<file path="src/rtl/axi_read_master.sv">
// AXI4 read-channel master: one INCR burst per command, R beats streamed
// out through a one-entry output register, done/err pulse at the end.
// Optional R-channel idle timeout: define AXI_READ_MASTER_TIMEOUT_EN.
//
// Handshake rule on cmd, AR, R and out ports: a transfer happens on a rising
// edge where valid and ready are both high; the source holds valid and its
// payload stable until that edge.
module axi_read_master #(
    parameter int DATA_WIDTH     = 32,
    parameter int ADDRESS_WIDTH  = 8,
    parameter int TIMEOUT_CYCLES = 64
) (
    input  logic                     aclk,
    input  logic                     aresetn,
    input  logic                     cmd_valid,
    output logic                     cmd_ready,
    input  logic [ADDRESS_WIDTH-1:0] cmd_addr,
    input  logic [7:0]               cmd_len,
    input  logic [2:0]               cmd_size,
    output logic [ADDRESS_WIDTH-1:0] araddr,
    output logic [7:0]               arlen,
    output logic [2:0]               arsize,
    output logic [1:0]               arburst,
    output logic                     arvalid,
    input  logic                     arready,
    input  logic [DATA_WIDTH-1:0]    rdata,
    input  logic [1:0]               rresp,
    input  logic                     rlast,
    input  logic                     rvalid,
    output logic                     rready,
    output logic [DATA_WIDTH-1:0]    out_data,
    output logic                     out_last,
    output logic                     out_valid,
    input  logic                     out_ready,
    output logic                     done,
    output logic                     err
);

    typedef enum logic [1:0] {ST_IDLE, ST_ADDR, ST_DATA, ST_FLUSH} state_t;

    state_t     state;
    logic [8:0] beat_cnt;   // 9 bits so len=255 (256 beats) never wraps
    logic       err_acc;
    logic       r_fire;
    logic       final_beat;
    logic       beat_err;
    logic       to_hit;

    if (TIMEOUT_CYCLES < 2) begin : g_bad_timeout
        $error("TIMEOUT_CYCLES must be at least 2");
    end

    assign cmd_ready  = (state == ST_IDLE);
    assign arburst    = 2'b01;
    assign rready     = (state == ST_DATA) && (!out_valid || out_ready);
    assign r_fire     = rvalid && rready;
    assign final_beat = (beat_cnt == {1'b0, arlen});
    // A beat is bad on a non-OKAY response or when rlast disagrees with the count
    assign beat_err   = (rresp != 2'b00) || (rlast != final_beat);

`ifdef AXI_READ_MASTER_TIMEOUT_EN
    localparam int TW = $clog2(TIMEOUT_CYCLES);
    logic [TW-1:0] to_cnt;

    assign to_hit = (state == ST_DATA) && rready && !rvalid &&
                    (to_cnt == TW'(TIMEOUT_CYCLES - 1));

    // Count DATA cycles spent waiting on an idle R channel
    always_ff @(posedge aclk or negedge aresetn) begin
        if (!aresetn) begin
            to_cnt <= '0;
        end else if (state != ST_DATA || r_fire) begin
            to_cnt <= '0;
        end else if (rready && !rvalid) begin
            to_cnt <= to_cnt + 1'b1;
        end
    end
`else
    assign to_hit = 1'b0;
`endif

    // Command/AR/R sequencing, output register and completion pulse
    always_ff @(posedge aclk or negedge aresetn) begin
        if (!aresetn) begin
            state     <= ST_IDLE;
            araddr    <= '0;
            arlen     <= '0;
            arsize    <= '0;
            arvalid   <= 1'b0;
            out_data  <= '0;
            out_last  <= 1'b0;
            out_valid <= 1'b0;
            done      <= 1'b0;
            err       <= 1'b0;
            beat_cnt  <= '0;
            err_acc   <= 1'b0;
        end else begin
            case (state)
                ST_IDLE: begin
                    done <= 1'b0;
                    err  <= 1'b0;
                    if (cmd_valid) begin
                        araddr   <= cmd_addr;
                        arlen    <= cmd_len;
                        arsize   <= cmd_size;
                        arvalid  <= 1'b1;
                        beat_cnt <= '0;
                        err_acc  <= 1'b0;
                        state    <= ST_ADDR;
                    end
                end
                ST_ADDR: begin
                    if (arready) begin
                        arvalid <= 1'b0;
                        state   <= ST_DATA;
                    end
                end
                ST_DATA: begin
                    if (r_fire) begin
                        out_data  <= rdata;
                        out_valid <= 1'b1;
                        out_last  <= final_beat;
                        beat_cnt  <= beat_cnt + 9'd1;
                        err_acc   <= err_acc | beat_err;
                        // The burst ends by count; rlast only feeds the error flag
                        if (final_beat) begin
                            state <= ST_FLUSH;
                        end
                    end else begin
                        if (out_ready) begin
                            out_valid <= 1'b0;
                        end
                        if (to_hit) begin
                            err_acc <= 1'b1;
                            state   <= ST_FLUSH;
                            if (out_valid && !out_ready) begin
                                // Held beat becomes the burst's last one
                                out_last <= 1'b1;
                            end else begin
                                done <= 1'b1;
                                err  <= 1'b1;
                            end
                        end
                    end
                end
                ST_FLUSH: begin
                    if (done) begin
                        // Pulse has been shown for one cycle; cmd_ready follows
                        done  <= 1'b0;
                        err   <= 1'b0;
                        state <= ST_IDLE;
                    end else if (!out_valid || out_ready) begin
                        out_valid <= 1'b0;
                        out_last  <= 1'b0;
                        done      <= 1'b1;
                        err       <= err_acc;
                    end
                end
                default: state <= ST_IDLE;
            endcase
        end
    end

endmodule

</file>
<file path="config.mk">
export PLATFORM = sky130hd
export DESIGN_NAME = axi_read_master
export DESIGN_NICKNAME = d
export VERILOG_FILES = /design/src/rtl/axi_read_master.sv
export SDC_FILE = /design/constraint.sdc
export NUM_CORES = 1
export LEC_CHECK = 0
export ABC_AREA = 0
export BUFFER_PORTS_ARGS = -buffer_cell sky130_fd_sc_hd__buf_2
export CAP_MARGIN = 10
export CORE_ASPECT_RATIO = 0.7
export CORE_MARGIN = 2
export CORE_UTILIZATION = 40
export DETAILED_ROUTE_END_ITERATION = 6
export PLACE_DENSITY = 0.68
export REMOVE_ABC_BUFFERS = 1
export SETUP_SLACK_MARGIN = 0.3
export SLEW_MARGIN = 20
export SYNTH_ARGS = -nofsm -noshare
export SYNTH_HDL_FRONTEND = slang
export SYNTH_SLANG_ARGS = --single-unit
</file>
<file path="constraint.sdc">
create_clock -name aclk -period 4.4 [get_ports aclk]
set_input_delay 0.44 -clock aclk [delete_from_list [all_inputs] [get_ports aclk]]
set_output_delay 0.44 -clock aclk [all_outputs]
set_load 0.01 [all_outputs]
</file>
==> results of run 1 <==
path summary, 6_finish.rpt:
path / start / endpoint / slack (ns)
setup / recovery: state[0] / state[1] / 1.99
hold / removal: aresetn / arvalid / 0.15
setup reg to reg: state[0] / state[1] / 1.99
hold reg to reg: out_data[15] / out_data[15] / 0.47
max in group asynchronous: aresetn / araddr[0] / 3.31
min in group aclk: rdata[22] / out_data[22] / 0.27
power groups by stage:
stage | sequential, mW | combinational [mW] | clock (mW)
CTS | 1.06 | 1.04 | 0.579
finish | 1.05 | 1.03 | 0.561
detailed placement | 1.06 | 1.04 | 0
global route | 1.10 | 1.16 | 0.610
floorplan | 1.16 | 0.511 | 0
global placement | 1.06 | 1.02 | 0
synthesized netlist by cell type (3+ instances only):
cell type	number
nor2_1	14
o21ai_0	5
buf_2	4
nand2b_1	4
nand3_1	4
dfrtp_1	68
a21oi_1	5
mux2_2	19
xor2_1	7
nor4_1	7
inv_1	4
nand2_1	110
clkbuf_1	6
xnor2_1	7
ha_1	5
nand4_1	3
sequential cells by signal, indices dropped and copies added, names as in the netlist, 2 cells and up:
register / cells
arsize: 3
arlen: 8
beat_cnt: 9
out_data: 32
state: 2
araddr: 8
worst max-delay path, stage by stage (launching register included):
cell and delay [ns]:
dfrtp_1 0.42, inv_1 0.10, ha_1 0.37, and3_1 0.66
nand4_1 0.15, a21oi_1 0.26, mux2_1 0.34
final cells by class:
cell class	count	area, µm²	share of cell area [%]
inverter	4	15.0	0.387
tap	98	123	3.16
clock inverter	7	91.3	2.35
multi-input combinational	213	1220	31.4
clock buffer	9	124	3.19
sequential	68	1700	43.9
timing repair buffer	120	608	15.7
logic make-up after synthesis:
| logic type | synth area share [%] |
|---|---|
| and+or+nand+nor | 21.4 |
| other | 0.250 |
| buffers and inverters | 3.04 |
| adders and majority gates | 2.08 |
| AOI/OAI and AO/OA | 3.74 |
| muxes | 8.32 |
| DFF | 56.5 |
| xor gates and xnor gates | 4.62 |
metal layers:
layer	up-vias	share of wire [%]	GRT usage (%)
met4	0	0.78	6.03
li1	1205	-	-
met5	-	0	0
met2	74	43	25.1
met3	5	7.7	6.84
met1	1122	49	24.7
stage by stage:
step | cells | hold WS [ns] | setup WS, ns | total power, mW
floorplan | 285 | 0.144 | 2.12 | 1.67
global placement | 503 | 0.455 | 2.04 | 2.08
detailed placement | 503 | 0.457 | 2.01 | 2.10
CTS | 519 | 0.174 | 1.99 | 2.68
global route | 519 | 0.204 | 1.79 | 2.86
finish | 519 | 0.150 | 1.99 | 2.64
==> qor.yml, run 1 <==
cp-start-kind: "flop"
n_antenna_cell: 0
fillers: 710
drv_slew: 0
finalHoldViolations: 0
routed_wl_mm: 6.65
p_int_mw: 1.65
clock.fmax_ghz: 0.415
htreeDepth: 3
antenna_found_initial: 0
yosys_warnings: 0
row_count: 26
netlist_area_um2: 3010
clk_pin_slew_ns: 0.08
cp.arrival_ns: 2.63
cts_max_path_buffers: 2
die_h_um: 76.6
async_flop_share_pct: 100
finClkSkew_ns: 0.0106
grt_usage_pct: 17.7
tns_ns: 0
grt_max_degree: 37
finalCriticalPeriod_ns: 2.41
dr.pass1.iters: 5
postCtsHoldBufs: 0
critPathCaptureType: "flop"
finalCritPeriodShare_pct: 54.7
initial_utilization_pct: 41.3
min_path_type: "in2async"
ios: 120
ys_seq_area_share_pct: 56.5
syn_inst: 300
portBuffers: 117
ys_types: 37
cts_setup_buffers: 0
yosys.area.top_type: "dfrtp_1"
post_drt_wl_per_cell_um: 12.8
routed_via_density: 4.64
core_um2: 7290
outcome: "finished clean"
tightest_slew_ns: 0.855
design_area_um2: 3880
power.share.clock_pct: 21.2
synthTopCellsByArea: "dfrtp_1, nand2_1, mux2_2"
die_area_um2: 8240
synth_top_area_share_pct: 56.5
ir_drop_mv: 0.267
clkLatencyLatePin_ns: 0.35
drv_cap: 0
p_leak_nw: 2.08
final_net_count: 481
synth_ff_type: "dfrtp_1"
final_common_cell: "buf_2"
first_global_vias: 2400
fin_util_pct: 53.2
grt_setup_unrepaired: "false"
cts_resized: 0
layout_common_cells: "buf_2, nand2_1, dfrtp_1"
crit_path_max_fanout: 17
drtAntennaViolNets: 0
max-slew-margin-rel_pct: 42.9
power_frac_comb_pct: 38.9
crit_type: "reg2reg"
seqPwrFrac_pct: 39.9
powerDensity_nw_per_um2: 682
required_ns: 4.63
cts.sinks: 68
drive_gt1_share_pct: 38.0
cts_tree: "yes"
drt_iter0_markers: 98
cts_buffers: 9
gr-total-overflow: 0
r2r_cells: 6
p_sw_mw: 0.990
vias: 2406
drc: 0
synth_seq_cells: 68
syn_area_per_cell_um2: 10.0
switching_share_pct: 37.4
syn2layout_area_growth_pct: 28.9
setup_viol: 0
dp_hpwl_mm: 4.78
gp_congestion: 0.841
dpl_cell_area_um2: 3660
clock-root-buffer: "clkbuf_8"
dieWidth_um: 108
synth_edf_count: 0
grt_pass1_wl_mm: 11.4
Power figures use the tool's default switching activity.
==> inputs of run 2 (changes only) <==
- ABC_AREA: 0 -> 1
- clock period: 4.4 -> 2.4 ns (I/O delays scaled with it)
==> run 2 against run 1 <==
Combinational power up 67%. Total power up 71%. Critical endpoint is now beat_cnt[8]. Fmax up 27%. Global-route usage about the same. Sequential share of layout area down 0.53 points. Largest power group unchanged.
==> qor.yml, run 2 <==
outcome: "finished clean"
final_net_count: 531  # +10%
regMostFlops: "out_data"
place_inst: 553  # +9.9%
drt_iter0_markers: 175  # +79%
cts_max_path_buffers: 2  # unchanged
r2r_cells: 10  # +4
n_antenna_cell: 0  # unchanged
ys_types: 29  # -22%
grt_pass1_wl_mm: 11.7  # +2.8%
portBuffers: 117  # unchanged
instances_no_fill: 569  # +9.6%
fillers: 713  # +0.42%
die_h_um: 76.9  # +0.44%
antenna_found_initial: 0  # unchanged
final_common_cell: "nand2_1"
post_drt_wl_per_cell_um: 12.2  # -5.1%
layout_common_cells: "nand2_1, buf_2, dfrtp_1"
drive_gt1_share_pct: 34.2  # -3.8 points
syn2layout_area_growth_pct: 29.3
crit_path_max_fanout: 7  # -10
required_ns: 2.66  # -1.97 ns
htreeDepth: 3  # unchanged
routed_wl_mm: 6.92  # +4.1%
largest_reg_flops: 32  # unchanged
tightest_slew_ns: 0.854  # -0.00107 ns
synthMostInstantiatedCell: "nand2_1"
synth_ff_type: "dfrtp_1"
fin_util_pct: 53.6  # +0.41 points
grt_max_degree: 69  # +86%
startpoint: "state[0]"
clkLatencyLatePin_ns: 0.33  # -0.02 ns
multiInputGateArea_um2: 1160  # -4.8%
routed_via_density: 4.64  # about the same
drtAntennaViolNets: 0  # unchanged
cts_setup_buffers: 0  # unchanged
dr.pass1.iters: 4  # -1
synth_top_area_share_pct: 56.0  # -0.51 points
cts_tree: "yes"
finalPower_mw: 4.53  # +71%
tns_ns: 0  # unchanged
synthTopCellsByArea: "dfrtp_1, nand2_1, mux2_2"
synth_edf_count: 0  # unchanged
cts.sinks: 68  # unchanged
drv_slew: 0  # unchanged
clk_pin_slew_ns: 0.07  # about the same
p_leak_nw: 2.29  # +9.8%
setup_viol: 0  # unchanged
timing.rr.start: "state[0]"
seq_area_um2: 1700  # unchanged
cts_buffers: 9  # unchanged
async_flop_share_pct: 100  # unchanged
core_um2: 7320  # +0.45%
finalCritPeriodShare_pct: 79.0  # +24 points
largestRegisters: "out_data: 32 flops, beat_cnt: 9 flops"
cp-start-kind: "flop"
dp_hpwl_mm: 5.08  # +6.3%
gp_congestion: 0.767  # -8.9%
finClkSkew_ns: 0.00723  # -0.00339 ns
die_area_um2: 8320  # +0.88%
initial_utilization_pct: 41.5  # +0.19 points
yosys.area.top_type: "dfrtp_1"
grt_usage_pct: 17.7  # +0.036 points
finalHoldViolations: 0  # unchanged
dieWidth_um: 108  # +0.44%
first_global_vias: 2619  # +9.1%
clock-root-buffer: "clkbuf_8"
finalCriticalPeriod_ns: 1.90  # -0.511 ns
cp.arrival_ns: 2.16  # -0.47 ns
critPathCaptureType: "flop"
fin_hold_ws_ns: 0.0926  # -0.0578 ns
grt_setup_unrepaired: "false"
syn_inst: 345  # +15%
powerDensity_nw_per_um2: 1150  # +69%
postCtsHoldBufs: 0  # unchanged
min_path_type: "in2async"
netlist_area_um2: 3040  # +0.91%
drv_cap: 0  # unchanged
synth_seq_cells: 68  # unchanged
clock.fmax_ghz: 0.527  # +27%
ir_drop_mv: 0.640  # +140%
row_count: 26  # unchanged
drc: 0  # unchanged
syn_area_per_cell_um2: 8.80  # -12%
vias: 2638  # +9.6%
r2r_slack_ns: 0.50  # -1.49 ns
r2r-end: "beat_cnt[8]"
ys_seq_area_share_pct: 56.0  # -0.51 points
ios: 120  # unchanged
synthTopCellsByCount: "nand2_1, dfrtp_1, inv_1, nor2_1"
max-slew-margin-rel_pct: 43.1  # +0.21 points
crit_type: "reg2reg"
gr-total-overflow: 0  # unchanged
yosys_warnings: 0  # unchanged
[run 2: worst max-delay path, stage by stage, from the launching register on]
cell and delay [ns]:
dfrtp_1 0.42, inv_1 0.09, ha_1 0.35, nor2_2 0.09
nor2_2 0.19, nand2_2 0.14, nor3_4 0.22, nand4_2 0.13
nand2_1 0.08, nand2_1 0.04, nor2_1 0.08
[run 2: through the flow]
stage,setup WS [ns],instance area (µm²)
after floorplan,0.419,2980
after global placement,0.516,3720
after detailed placement,0.404,3720
after CTS,0.400,3920
after global routing,0.311,3930
final,0.503,3930
[run 2: final cells by class]
class / instances / area share [%]
flip-flops and latches: 68 / 43.3
multi-input cells: 233 / 29.5
repair buffers: 121 / 15.8
clock buffers: 11 / 3.86
inverters: 33 / 3.15
well taps: 98 / 3.12
clock inverters: 5 / 1.27
[run 2: what timing repair did]
action | in CTS | in global routing
hold endpoints to repair | 0 | 0
gates resized for setup | 0 | 1
endpoints found under the setup margin | 0 | 32
[run 2: how the worst max path moves through the flow]
| stage | endpoint | depth (start not counted) |
|---|---|---|
| CTS | out_data[29] | 8 |
| detailed placement | out_data[0] | 8 |
| global route | beat_cnt[8] | 10 |
| global placement | out_data[30] | 8 |
| finish | beat_cnt[8] | 10 |
| floorplan | beat_cnt[0] | 6 |
[run 2: cell families after synthesis]
kind of cell               synth area share [%]
adders and majority gates                  2.06
AOI/OAI and AO/OA                          5.07
other                                     0.247
and+or+nand+nor                            25.0
DFF                                        56.0
muxes                                      5.19
buffers and inverters                      5.85
xor gates and xnor gates                  0.577
[run 2: per-layer routing]
metal	vias up	GRT usage (%)	wire (µm)
met5	-	0	0
met4	0	5.38	73
met3	11	5.78	451
met2	81	27.0	3160
met1	1230	24.1	3240
li1	1316	-	-
[run 2: report_power, final]
group	internal [mW]	switching, mW
registers	1.58	0.290
logic	0.682	1.03
clock network	0.529	0.414
total	2.79	1.74
==> inputs of run 3 (changes only) <==
- clock period: 2.4 -> 1.8 ns (I/O delays scaled with it)
==> run 3 against run 2 <==
Final area is 9.1% higher. Combinational power is 62% higher. Register-to-register slack worse by 0.31 ns. Critical endpoint is now rready. Sequential power is 33% higher. Via count is 2.3% higher. Sequential share of layout area is 3.6 points lower.
==> qor.yml, run 3 (synthesis gave the netlist of run 2 again) <==
final_net_count: 547  # +3.0%
cts_buffers: 9  # unchanged
cp.arrival_ns: 1.43  # -0.73 ns
clock.fmax_ghz: 0.622
clkLatencyLatePin_ns: 0.35  # +0.02 ns
drv_cap: 0  # unchanged
syn2layout_area_growth_pct: 41.0
grt_max_degree: 48  # -30%
final_common_cell: "nand2_1"
fillers: 666  # -6.6%
clock-root-buffer: "clkbuf_8"
dr.pass1.iters: 4  # unchanged
largest_reg_flops: 32  # unchanged
whs_path_depth: 3
post_drt_wl_per_cell_um: 13.0  # +6.7%
powerDensity_nw_per_um2: 1600  # +39%
portBuffers: 117  # unchanged
routed_via_density: 4.61  # -0.52%
row_count: 26  # unchanged
p_int_mw: 4.23  # +51%
startpoint: "state[1]"
dp_hpwl_mm: 5.26  # +3.6%
timing.rr.start: "state[1]"
cts_max_path_buffers: 2  # unchanged
setup_viol: 0  # unchanged
grt_usage_pct: 19.1  # +1.4 points
drt_iter0_markers: 94  # -46%
finClkSkew_ns: 0.00651  # -0.000718 ns
finalCriticalPeriod_ns: 1.61
p_sw_mw: 2.62  # +51%
cts.sinks: 68  # unchanged
instances_no_fill: 585  # +2.8%
power.share.clock_pct: 22.9  # +2.1 points
p_leak_nw: 2.41  # +5.5%
drive_gt1_share_pct: 41.1  # +6.9 points
min_path_type: "in2reg"
clk_pin_slew_ns: 0.08  # about the same
drc: 0  # unchanged
ir_drop_mv: 0.767  # +20%
finalCritPeriodShare_pct: 89.4
fin_hold_ws_ns: 0.0142  # -0.0784 ns
gp_congestion: 0.860  # +12%
gr-total-overflow: 0  # unchanged
power_frac_comb_pct: 40.7  # +2.8 points
tightest_slew_ns: 0.501  # -0.353 ns
drv_slew: 0  # unchanged
r2r_cells: 6  # -4
critPathCaptureType: "output port"
cts_tree: "yes"
routed_wl_mm: 7.60  # +9.7%
antenna_found_initial: 0  # unchanged
die_h_um: 76.9  # unchanged
place_inst: 554  # +0.18%
cp-start-kind: "flop"
grt_pass1_wl_mm: 12.5  # +6.9%
regMostFlops: "out_data"
htreeDepth: 3  # unchanged
layout_common_cells: "nand2_1, buf_2, dfrtp_1"
core_um2: 7320  # unchanged
max-slew-margin-rel_pct: 66.6  # +24 points
largestRegisters: "out_data: 32 flops, beat_cnt: 9 flops"
dieWidth_um: 108  # unchanged
n_antenna_cell: 0  # unchanged
outcome: "finished clean"
first_global_vias: 2697  # +3.0%
die_area_um2: 8320  # unchanged
vias: 2698  # +2.3%
finalHoldViolations: 0  # unchanged
grt_setup_unrepaired: "true"
crit_path_max_fanout: 4  # -3
switching_share_pct: 38.2  # -0.13 points
required_ns: 1.62  # -1.04 ns
seqPwrFrac_pct: 36.4  # -4.9 points
min-delay-start: "rdata[6]"
drtAntennaViolNets: 0  # unchanged
crit_type: "reg2out"
initial_utilization_pct: 41.5  # unchanged
ios: 120  # unchanged
==> run 3: path summary, 6_finish.rpt <==
check	to	slack, ns
max	rready	0.19
min	out_data[6]	0.01
max reg2reg	arsize[0]	0.19
min reg2reg	out_data[14]	0.48
max in group asynchronous	out_data[27]	0.84
min in group asynchronous	out_data[6]	0.32
==> run 3: area by class of cell <==
| type | count | area (µm²) | area share [%] |
|---|---|---|---|
| Clock buffer | 9 | 124 | 2.89 |
| Clock inverter | 7 | 124 | 2.89 |
| Inverter | 33 | 126 | 2.95 |
| Multi-Input combinational cell | 233 | 1280 | 29.9 |
| Sequential cell | 68 | 1700 | 39.7 |
| Tap cell | 98 | 123 | 2.86 |
| Timing Repair Buffer | 137 | 805 | 18.8 |
==> run 3: repair_timing <==
action | CTS | global route
buffers inserted | 10 | 3
hold buffers | 1 | 0
endpoints found under the hold margin | 21 | 0
gates resized for setup | 22 | 20
endpoints found under the setup margin | 29 | 31
gates cloned | 0 | 1
pin swaps | 7 | 12
==> run 3: power groups by stage <==
stage          Sequential (mW)  Clock, mW  Combinational (mW)
2_1_floorplan             2.70          0                1.16
3_3_place_gp              2.50          0                2.29
3_5_place_dp              2.50          0                2.37
4_1_cts                   2.49       1.60                2.63
5_1_grt                   2.58       1.66                3.13
6_report                  2.49       1.57                2.79
==> run 3: routing by layer <==
layer | share of wire, % | global-route usage, % | vias up
met5 | 0 | 0 | -
met4 | 1.4 | 5.51 | 0
met3 | 6.2 | 6.04 | 13
met2 | 47 | 30.4 | 79
met1 | 45 | 25.2 | 1254
li1 | - | - | 1352
==> run 3: worst max-delay path: stages (launching register included) <==
cell and delay (ns):
dfrtp_1 0.41, buf_6 0.13, ha_4 0.17, buf_6 0.13, inv_2 0.06, nor2_2 0.03
buf_2 0.13
==> run 3: through the flow <==
step / utilization [%] / instance area [µm²] / setup WS, ns / setup TNS, ns / power, mW
6_report: 58.5 / 4280 / 0.191 / 0 / 6.85
5_1_grt: 58.5 / 4280 / 0.111 / 0 / 7.37
4_1_cts: 57.1 / 4180 / 0.185 / 0 / 6.72
3_5_place_dp: 51.5 / 3770 / 0.0519 / 0 / 4.87
3_3_place_gp: 51.5 / 3770 / 0.149 / 0 / 4.79
2_1_floorplan: - / 2980 / -0.181 / -4.64 / 3.86
